File: config.mk
export PLATFORM = sky130hd
export DESIGN_NAME = spi_dac_rx
export DESIGN_NICKNAME = d
export VERILOG_FILES = /design/src/rtl/spi_dac_rx.sv
export SDC_FILE = /design/constraint.sdc
export NUM_CORES = 1
export LEC_CHECK = 0
export CAP_MARGIN = 0
export CORE_MARGIN = 2
export CORE_UTILIZATION = 45
export DETAILED_ROUTE_END_ITERATION = 10
export PLACE_DENSITY = 0.66
export SKIP_LAST_GASP = 1
export SLEW_MARGIN = 0
export SYNTH_ARGS = -nofsm -noshare
export SYNTH_HDL_FRONTEND = slang
export SYNTH_SLANG_ARGS = --single-unit
File: constraint.sdc
create_clock -name clk -period 1.8 [get_ports clk]
set_clock_uncertainty 0.05 [all_clocks]
set_input_delay 0.36 -clock clk [delete_from_list [all_inputs] [get_ports clk]]
set_output_delay 0.36 -clock clk [all_outputs]
set_load 0.005 [all_outputs]
File: src/rtl/spi_dac_rx.sv
// spi_dac_rx: slave-side SPI receiver for the 12-bit DAC link.
// It synchronizes sclk/cs/mosi into the clk domain and rebuilds LSB-first frames.
// Each completed frame is presented on dout, together with a one-cycle done strobe.

module spi_dac_rx #(
    parameter int WIDTH       = 12,
    parameter int SYNC_STAGES = 2
) (
    input  logic             clk,
    input  logic             rst,
    input  logic             sclk,
    input  logic             cs,
    input  logic             mosi,
    output logic [WIDTH-1:0] dout,
    output logic             done,
    output logic             err,
    output logic             busy
);

    localparam int CW = $clog2(WIDTH + 1);
    localparam int IW = $clog2(WIDTH);

    typedef enum logic [1:0] {
        S_UNARMED,
        S_IDLE,
        S_RECV,
        S_DONE
    } state_t;

    logic [SYNC_STAGES-1:0] r_sclkSync;
    logic [SYNC_STAGES-1:0] r_csSync;
    logic [SYNC_STAGES-1:0] r_mosiSync;
    logic [SYNC_STAGES-1:0] r_syncValid;
    logic                   r_sclkPrev;
    logic                   r_csPrev;

    state_t                 r_state;
    logic [CW-1:0]          r_count;
    logic [WIDTH-1:0]       r_shift;

    logic                   w_sclk;
    logic                   w_cs;
    logic                   w_mosi;
    logic                   w_sclkFall;
    logic                   w_csFall;
    logic                   w_csRise;
    logic                   w_lastBit;
    logic                   w_bitRoom;
    logic [IW-1:0]          w_bitIdx;
    logic [WIDTH-1:0]       w_shiftNext;

    assign w_sclk     = r_sclkSync[SYNC_STAGES-1];
    assign w_cs       = r_csSync[SYNC_STAGES-1];
    assign w_mosi     = r_mosiSync[SYNC_STAGES-1];
    assign w_sclkFall = r_sclkPrev & ~w_sclk;
    assign w_csFall   = r_csPrev & ~w_cs;
    assign w_csRise   = ~r_csPrev & w_cs;
    assign w_bitRoom  = (r_count < CW'(WIDTH));
    assign w_lastBit  = (r_count == CW'(WIDTH - 1));
    assign w_bitIdx   = r_count[IW-1:0];

    // Synchronizer chains plus edge-history flops; r_syncValid marks when the cs chain holds real samples.
    always_ff @(posedge clk or negedge rst) begin
        if (!rst) begin
            r_sclkSync  <= '0;
            r_csSync    <= '1;
            r_mosiSync  <= '0;
            r_syncValid <= '0;
            r_sclkPrev  <= 1'b0;
            r_csPrev    <= 1'b1;
        end else begin
            r_sclkSync  <= {r_sclkSync[SYNC_STAGES-2:0], sclk};
            r_csSync    <= {r_csSync[SYNC_STAGES-2:0], cs};
            r_mosiSync  <= {r_mosiSync[SYNC_STAGES-2:0], mosi};
            r_syncValid <= {r_syncValid[SYNC_STAGES-2:0], 1'b1};
            r_sclkPrev  <= w_sclk;
            r_csPrev    <= w_cs;
        end
    end

    // Shift register contents as they will look once the current bit has been stored.
    always_comb begin
        w_shiftNext = r_shift;
        if (w_bitRoom) begin
            w_shiftNext[w_bitIdx] = w_mosi;
        end
    end

    // Frame FSM with registered dout/done/err/busy.
    always_ff @(posedge clk or negedge rst) begin
        if (!rst) begin
            r_state <= S_UNARMED;
            r_count <= '0;
            r_shift <= '0;
            dout    <= '0;
            done    <= 1'b0;
            err     <= 1'b0;
            busy    <= 1'b0;
        end else begin
            done <= 1'b0;
            err  <= 1'b0;
            case (r_state)
                S_UNARMED: begin
                    if (r_syncValid[SYNC_STAGES-1] && w_cs) begin
                        r_state <= S_IDLE;
                    end
                end
                S_IDLE: begin
                    if (w_csFall) begin
                        r_count <= '0;
                        r_shift <= '0;
                        busy    <= 1'b1;
                        r_state <= S_RECV;
                    end
                end
                S_RECV: begin
                    if (w_sclkFall && w_bitRoom) begin
                        r_shift <= w_shiftNext;
                        r_count <= r_count + CW'(1);
                        if (w_lastBit) begin
                            dout <= w_shiftNext;
                            done <= 1'b1;
                            if (w_csRise) begin
                                busy    <= 1'b0;
                                r_state <= S_IDLE;
                            end else begin
                                r_state <= S_DONE;
                            end
                        end else if (w_csRise) begin
                            err     <= 1'b1;
                            busy    <= 1'b0;
                            r_state <= S_IDLE;
                        end
                    end else if (w_csRise) begin
                        err     <= 1'b1;
                        busy    <= 1'b0;
                        r_state <= S_IDLE;
                    end
                end
                S_DONE: begin
                    if (w_csRise) begin
                        busy    <= 1'b0;
                        r_state <= S_IDLE;
                    end
                end
                default: begin
                    busy    <= 1'b0;
                    r_state <= S_UNARMED;
                end
            endcase
        end
    end

endmodule

==> metrics.md <==
| Metric | Value |
|---|---|
| Number of synthesized flops with an enable pin | 0 |
| Htree depth | 2 |
| First-pass GRT wire length | 5.78 mm |
| CTS sink count | 42 |
| CP bufs+invs | 0 |
| Post-DP Area | 0.00214 sq mm |
| Via count | 1,186 |
| Die ar. | 0.00466 sq mm |
| Die Ht | 68.2 microns |
| RSZ-0062 raised after global routing | no |
| Critical path cell sequence | ha_1, nand3b_1, mux2_2, mux2_2 |
| Synthesized netlist cell count | 143 |
| Post-DP HPWL | 2.31 mm |
| Crit Path Max Fanout | 6 |
| Cells resized by post-CTS repair | 0 |
| CTS tree | yes |
| Worst endpoint required time | 1.93 ns |
| Routed wire length | 3.36 mm |
| Period utilisation layout | 0.918 |
| Leakage power | 1.10 nW |
| Clk_lat worst skew | 0.29 ns |
| Maxcap violations | 0 |
| FF+latch count, synth | 42 |
| Critical Path Start Type | flop |
| Pin count of the biggest net entering global routing | 43 |
| Synth area leaders | dfrtp_1, mux2i_1, mux2_2 |
| DRC viols | 0 |
| Mapped cell area | 0.00186 sq mm |
| Max Slew Vio Count | 0 |
| Highest Clock Rate | 605 MHz |
| Final Hold Fails | 0 |
| FP Rows | 23 |
| Clk pin slew, worst setup/hold paths | 0.08 ns |
| Syn nets | 152 |
| DR pass1 iterations | 4 |
| Biggest area consumer among synthesized cells | dfrtp_1 |
| Number of global-route vias before repair | 1,169 |
| Max incr delay on CP | 0.43 ns |
| Ys Warns | 0 |
| Final setup viols | 0 |
| Most frequent cells after synthesis | dfrtp_1, mux2i_1, inv_1, mux2_2, nand2_1 |
| Post-synth ARST share | 1.00 |
| Sequential area share after synthesis | 0.568 |
| TritonCTS Buffers | 5 |
| Antenna Cells | 0 |
| GRT Total Usage | 0.174 |
| Gr ovfl total | 0 |
| Setup Crit Path Kind | reg -> reg |
| CP Data Arrival Time | 1.78 ns |
| Gpl congestion | 0.789 |
| Post-DR wirelength/cell | 15.2 microns |
| Hold Path Class | reg -> reg |
| Root buffer cell | clkbuf_8 |
| Slowest stage cell, crit path | dfrtp_1 |
| Share of post-route cells with drive strength above 1 | 0.209 |
| Synth Flop Type | dfrtp_1 |
| Design area | 0.00229 sq mm |
| DRT antenna net count | 0 |
| Most frequent cell after synthesis | dfrtp_1 |
| Core area | 0.00397 sq mm |
| Unique masters post-synth | 32 |
| Post-CTS Hold Buffers | 1 |
| IO Port Bufs | 19 |
| Starting density of the core | 0.468 |
| Initial DRC Count | 42 |
| Die width | 68.2 microns |
| VDD IR max | 573 uV |
| Critical path capture point type | flop |
| Min Tclk post-route | 1.65 ns |
| Status | complete, no violations |
| Routed vias/inst | 5.34 |
| Num ports | 20 |
| Clock tree buffer depth | 2 |
| Post-synth top area share | 0.526 |
| Initial antenna violation count | 0 |
| Power Density | 1060 mW/mm^2 |
| CP most frequent cell | mux2_2 |
| Setup bufs post-CTS | 0 |
| Final setup TNS | 0 ns |
| Syn_area_per_cell | 13.0 sq um |
| Synth-to-layout area growth | 23.4% |
| Nets | 180 |
| Largest delay share family, worst path | multiplexers |
[cell families after synthesis]
logic type	synth area share
AO/OA/AOI/OAI	0.0896
adder cells (fa/ha/maj)	0.0270
buffers and inverters	0.0472
flip-flops	0.568
multiplexers	0.138
other	0.00202
AND/OR/NAND/NOR	0.128
[cell type report]
class / count / area [sq um]
Timing Repair Buffer: 29 / 275
Sequential cell: 42 / 1050
Tap cell: 50 / 62.6
Clock inverter: 2 / 60.1
Multi-Input combinational cell: 82 / 714
Inverter: 11 / 41.3
Fill cell: 319 / 1680
Clock buffer: 6 / 82.6
[state kept, by name, summed over array words and instances (netlist names)]
| register | cells |
|---|---|
| err | 1 |
| dout | 12 |
| r_mosiSync | 2 |
| r_csPrev | 1 |
| r_state | 2 |
| done | 1 |
| r_syncValid | 2 |
| r_csSync | 2 |
| r_sclkSync | 2 |
| r_count | 4 |
| r_sclkPrev | 1 |
| busy | 1 |
| r_shift | 11 |
[metal layers]
| layer | part of all wire | GRT usage | vias to the layer above |
|---|---|---|---|
| met5 | 0 | 0 | - |
| met4 | 0.016 | 0.0825 | 0 |
| met3 | 0.039 | 0.0378 | 5 |
| met2 | 0.47 | 0.266 | 20 |
| met1 | 0.47 | 0.235 | 598 |
| li1 | - | - | 563 |
[placed cells by master (no fill, tap or decap), types with 3 or more instances in the layout]
cell type / count
dfrtp_1: 39
mux2i_1: 14
clkbuf_8: 6
buf_4: 8
inv_1: 11
nand3b_1: 7
a32o_1: 6
ha_1: 4
dfstp_2: 3
mux2_2: 9
and4bb_2: 3
nand2_1: 9
o2bb2ai_1: 6
clkdlybuf4s50_1: 18
nor3b_1: 5
[report_power, final]
part	switching, mW	internal, mW
clock network	0.319	0.591
logic	0.219	0.216
registers	0.0637	1.03
total	0.602	1.84
[metrics by stage]
step | util | cells | worst slack, ns | power (mW) | hold WS [ns]
after floorplan | - | 143 | 0.265 | 1.39 | 0.0144
after global placement | 0.538 | 213 | 0.210 | 1.52 | 0.283
after detailed placement | 0.538 | 213 | 0.154 | 1.55 | 0.295
after CTS | 0.577 | 222 | 0.139 | 2.46 | 0.313
after global routing | 0.577 | 222 | 0.0440 | 2.57 | 0.317
final | 0.577 | 222 | 0.147 | 2.44 | 0.309
[final timing paths]
check / startpoint / to / slack, ns / depth (start not counted)
setup / recovery: r_count[0] / dout[7] / 0.15 / 4
hold / removal: r_syncValid[0] / r_syncValid[1] / 0.31 / 0
setup reg to reg: r_count[0] / dout[7] / 0.15 / 4
hold reg to reg: r_syncValid[0] / r_syncValid[1] / 0.31 / 0
max in group asynchronous: rst / r_csSync[1] / 0.92 / 3
min in group asynchronous: rst / busy / 0.51 / 3
No activity file was read; power rests on OpenSTA's default activity.
==> variant, RTL diff (same flow settings) <==
Re-encode `state_t` (4 states) as one-hot, 4 bits wide.
--- a/src/rtl/spi_dac_rx.sv
+++ b/src/rtl/spi_dac_rx.sv
@@ -22,7 +22,7 @@
 
-    typedef enum logic [1:0] {
-        S_UNARMED,
-        S_IDLE,
-        S_RECV,
-        S_DONE
+    typedef enum logic [3:0] {
+        S_UNARMED = 4'b0001,
+        S_IDLE    = 4'b0010,
+        S_RECV    = 4'b0100,
+        S_DONE    = 4'b1000
     } state_t;
Formal check against the unedited RTL: same outputs for any inputs over 10 cycles, from zero or initial values and one cycle with rst low; not proved beyond that.
==> variant against the unedited design <==
Cell area is 12% higher; count of clock-buffer cells in the layout is 1 lower; via count is 29% higher; global-route usage is 0.82 points higher; final cell count is 23% higher; routed wire length is 29% higher; sequential cell count is 2 higher; area after synthesis is 13% higher; worst setup slack worse by 0.072 ns; first-iteration DRC count is 38% higher.
Power is not compared: it rests on default switching activity, and its combinational part moved more than twofold at a synthesized area within 25%.
==> variant: results <==
export IMPL_status="completed"
export IMPL_gp_congestion=0.7905
export IMPL_grt_util_met2=0.2977
export IMPL_drive_above_1_share=0.2308
export IMPL_synth_nets=193
export IMPL_seq_area_frac_synth=0.5271
export IMPL_dpl_hpwl_mm=2.936
export IMPL_synthFlopType="dfrtp_1"
export IMPL_r2r_start="r_state[1]$_DFFE_PN0P_"
export IMPL_fill_cells=365
export IMPL_fin_nets=229
export IMPL_drt_pass1_iterations=4
export IMPL_clk_pin_slew_worst_paths_ns=0.09
export IMPL_grt_pass1_wl_mm=7.203
export IMPL_synthArstFlopShare=1.000
export IMPL_cts_made_buffers=5
export IMPL_rrSetupSlack_ns=0.08
export IMPL_synth_commonest_cells="dfrtp_1, nand2_1, nor2_1"
export IMPL_crit_slowest_cell="or4b_4"
export IMPL_first_iter_violations=58
export IMPL_maxCapViolCount=0
export IMPL_clock_latency_ns=0.30
export IMPL_vias=1529
export IMPL_antennaDiodeCount=0
export IMPL_rr_worst_depth=4
export IMPL_synthTopCellsByArea="dfrtp_1, dfstp_2, mux2i_1"
export IMPL_p_leak_uw=0.001179
export IMPL_hp_start="r_mosiSync[0]$_DFF_PN0_"
export IMPL_crit_fanout=11
export IMPL_use_met3=0.05139
export IMPL_synthDistinctLibCells=43
export IMPL_grt_usage=0.1820
export IMPL_whs_path_depth=0
export IMPL_cts_root_buffer="clkbuf_8"
export IMPL_hold_end="r_mosiSync[1]$_DFF_PN0_"
export IMPL_ir_worst_vdd_mv=0.5130
export IMPL_maxSlewHeadroom=0.6564
export IMPL_grtUsageMet1=0.2361
export IMPL_antenna_found_initial=0
export IMPL_yosys_warnings=0
export IMPL_cp_top_family="simple AND/OR/NAND/NOR gates"
export IMPL_clockBufferDepth=2
export IMPL_arrival_ns=1.87
export IMPL_cpPeakStageDelay_ns=0.57
export IMPL_reg_top3="dout (12), r_shift (11)"
export IMPL_r2r_end="dout[3]$_DFFE_PN0P_"
export IMPL_grt_max_degree=26
export IMPL_wire_per_inst_um=15.95
export IMPL_hp_class="register to register"
export IMPL_portBuffers=19
export IMPL_htree_levels=2
[variant: layout make-up]
class	count	area, um2	area share
Timing Repair Buffer	37	365.4	0.1423
Clock buffer	5	68.82	0.02680
Inverter	6	22.52	0.008772
Sequential cell	44	1109	0.4318
Clock inverter	3	23.77	0.009259
Multi-Input combinational cell	126	913.4	0.3558
Tap cell	52	65.06	0.02534
[variant: metrics by stage]
step | cells | utilization | hold slack, ns | setup WS (ns) | cell area [um2]
2_1_floorplan | 184 | - | 0.01441 | 0.05335 | 2098
3_3_place_gp | 262 | 0.5505 | 0.2821 | 0.1207 | 2430
3_5_place_dp | 262 | 0.5505 | 0.2847 | 0.07909 | 2430
4_1_cts | 271 | 0.5737 | 0.3058 | 0.06485 | 2532
5_1_grt | 273 | 0.5816 | 0.3139 | 0.001288 | 2567
6_report | 273 | 0.5816 | 0.3049 | 0.07588 | 2567
[variant: kinds of logic (layout without fill, tap and decap cells)]
family,count (synthesis),count (layout),synth area share
other,1,1,0.001787
flip-flops,44,44,0.5271
AO/OA/AOI/OAI,50,50,0.1670
AND/OR/NAND/NOR,59,59,0.1855
buffers and inverters,14,51,0.03756
multiplexers,11,11,0.05307
adder cells (fa/ha/maj),4,4,0.02385
XOR/XNOR,1,1,0.004175
[variant: how the worst max path moves through the flow]
| stage | start | to | slack (ns) | cells past startpoint |
|---|---|---|---|---|
| 2_1_floorplan | r_count[0]$_DFFE_PN0P_ | r_state[3]$_DFFE_PN0P_ | 0.05 | 4 |
| 3_3_place_gp | r_state[2]$_DFFE_PN0P_ | dout[7]$_DFFE_PN0P_ | 0.12 | 5 |
| 3_5_place_dp | r_count[0]$_DFFE_PN0P_ | r_state[3]$_DFFE_PN0P_ | 0.08 | 4 |
| 4_1_cts | r_count[0]$_DFFE_PN0P_ | r_state[3]$_DFFE_PN0P_ | 0.06 | 4 |
| 5_1_grt | r_state[1]$_DFFE_PN0P_ | dout[7]$_DFFE_PN0P_ | 0.001 | 5 |
| 6_report | r_state[1]$_DFFE_PN0P_ | dout[3]$_DFFE_PN0P_ | 0.08 | 4 |
[variant: what timing repair did]
item                                    CTS  global route
gates resized for setup                   0             2
hold buffers                              1             0
setup buffers                             0             1
endpoints found under the setup margin    0             6
hold endpoints to repair                 15             0
[variant: metal layers]
metal | part of all wire | wire [um]
met1 | 0.46 | 2013
met2 | 0.49 | 2154
met3 | 0.031 | 137
met4 | 0.011 | 49
met5 | 0 | 0
[variant: power by group]
part	total (uW)	internal, uW	leakage [uW]	switching [uW]
registers	1030	1010	0.000581	20.2
clock network	638	275	0.0000404	363
logic	99.0	44.1	0.000558	54.9
total	1770	1330	0.00118	438
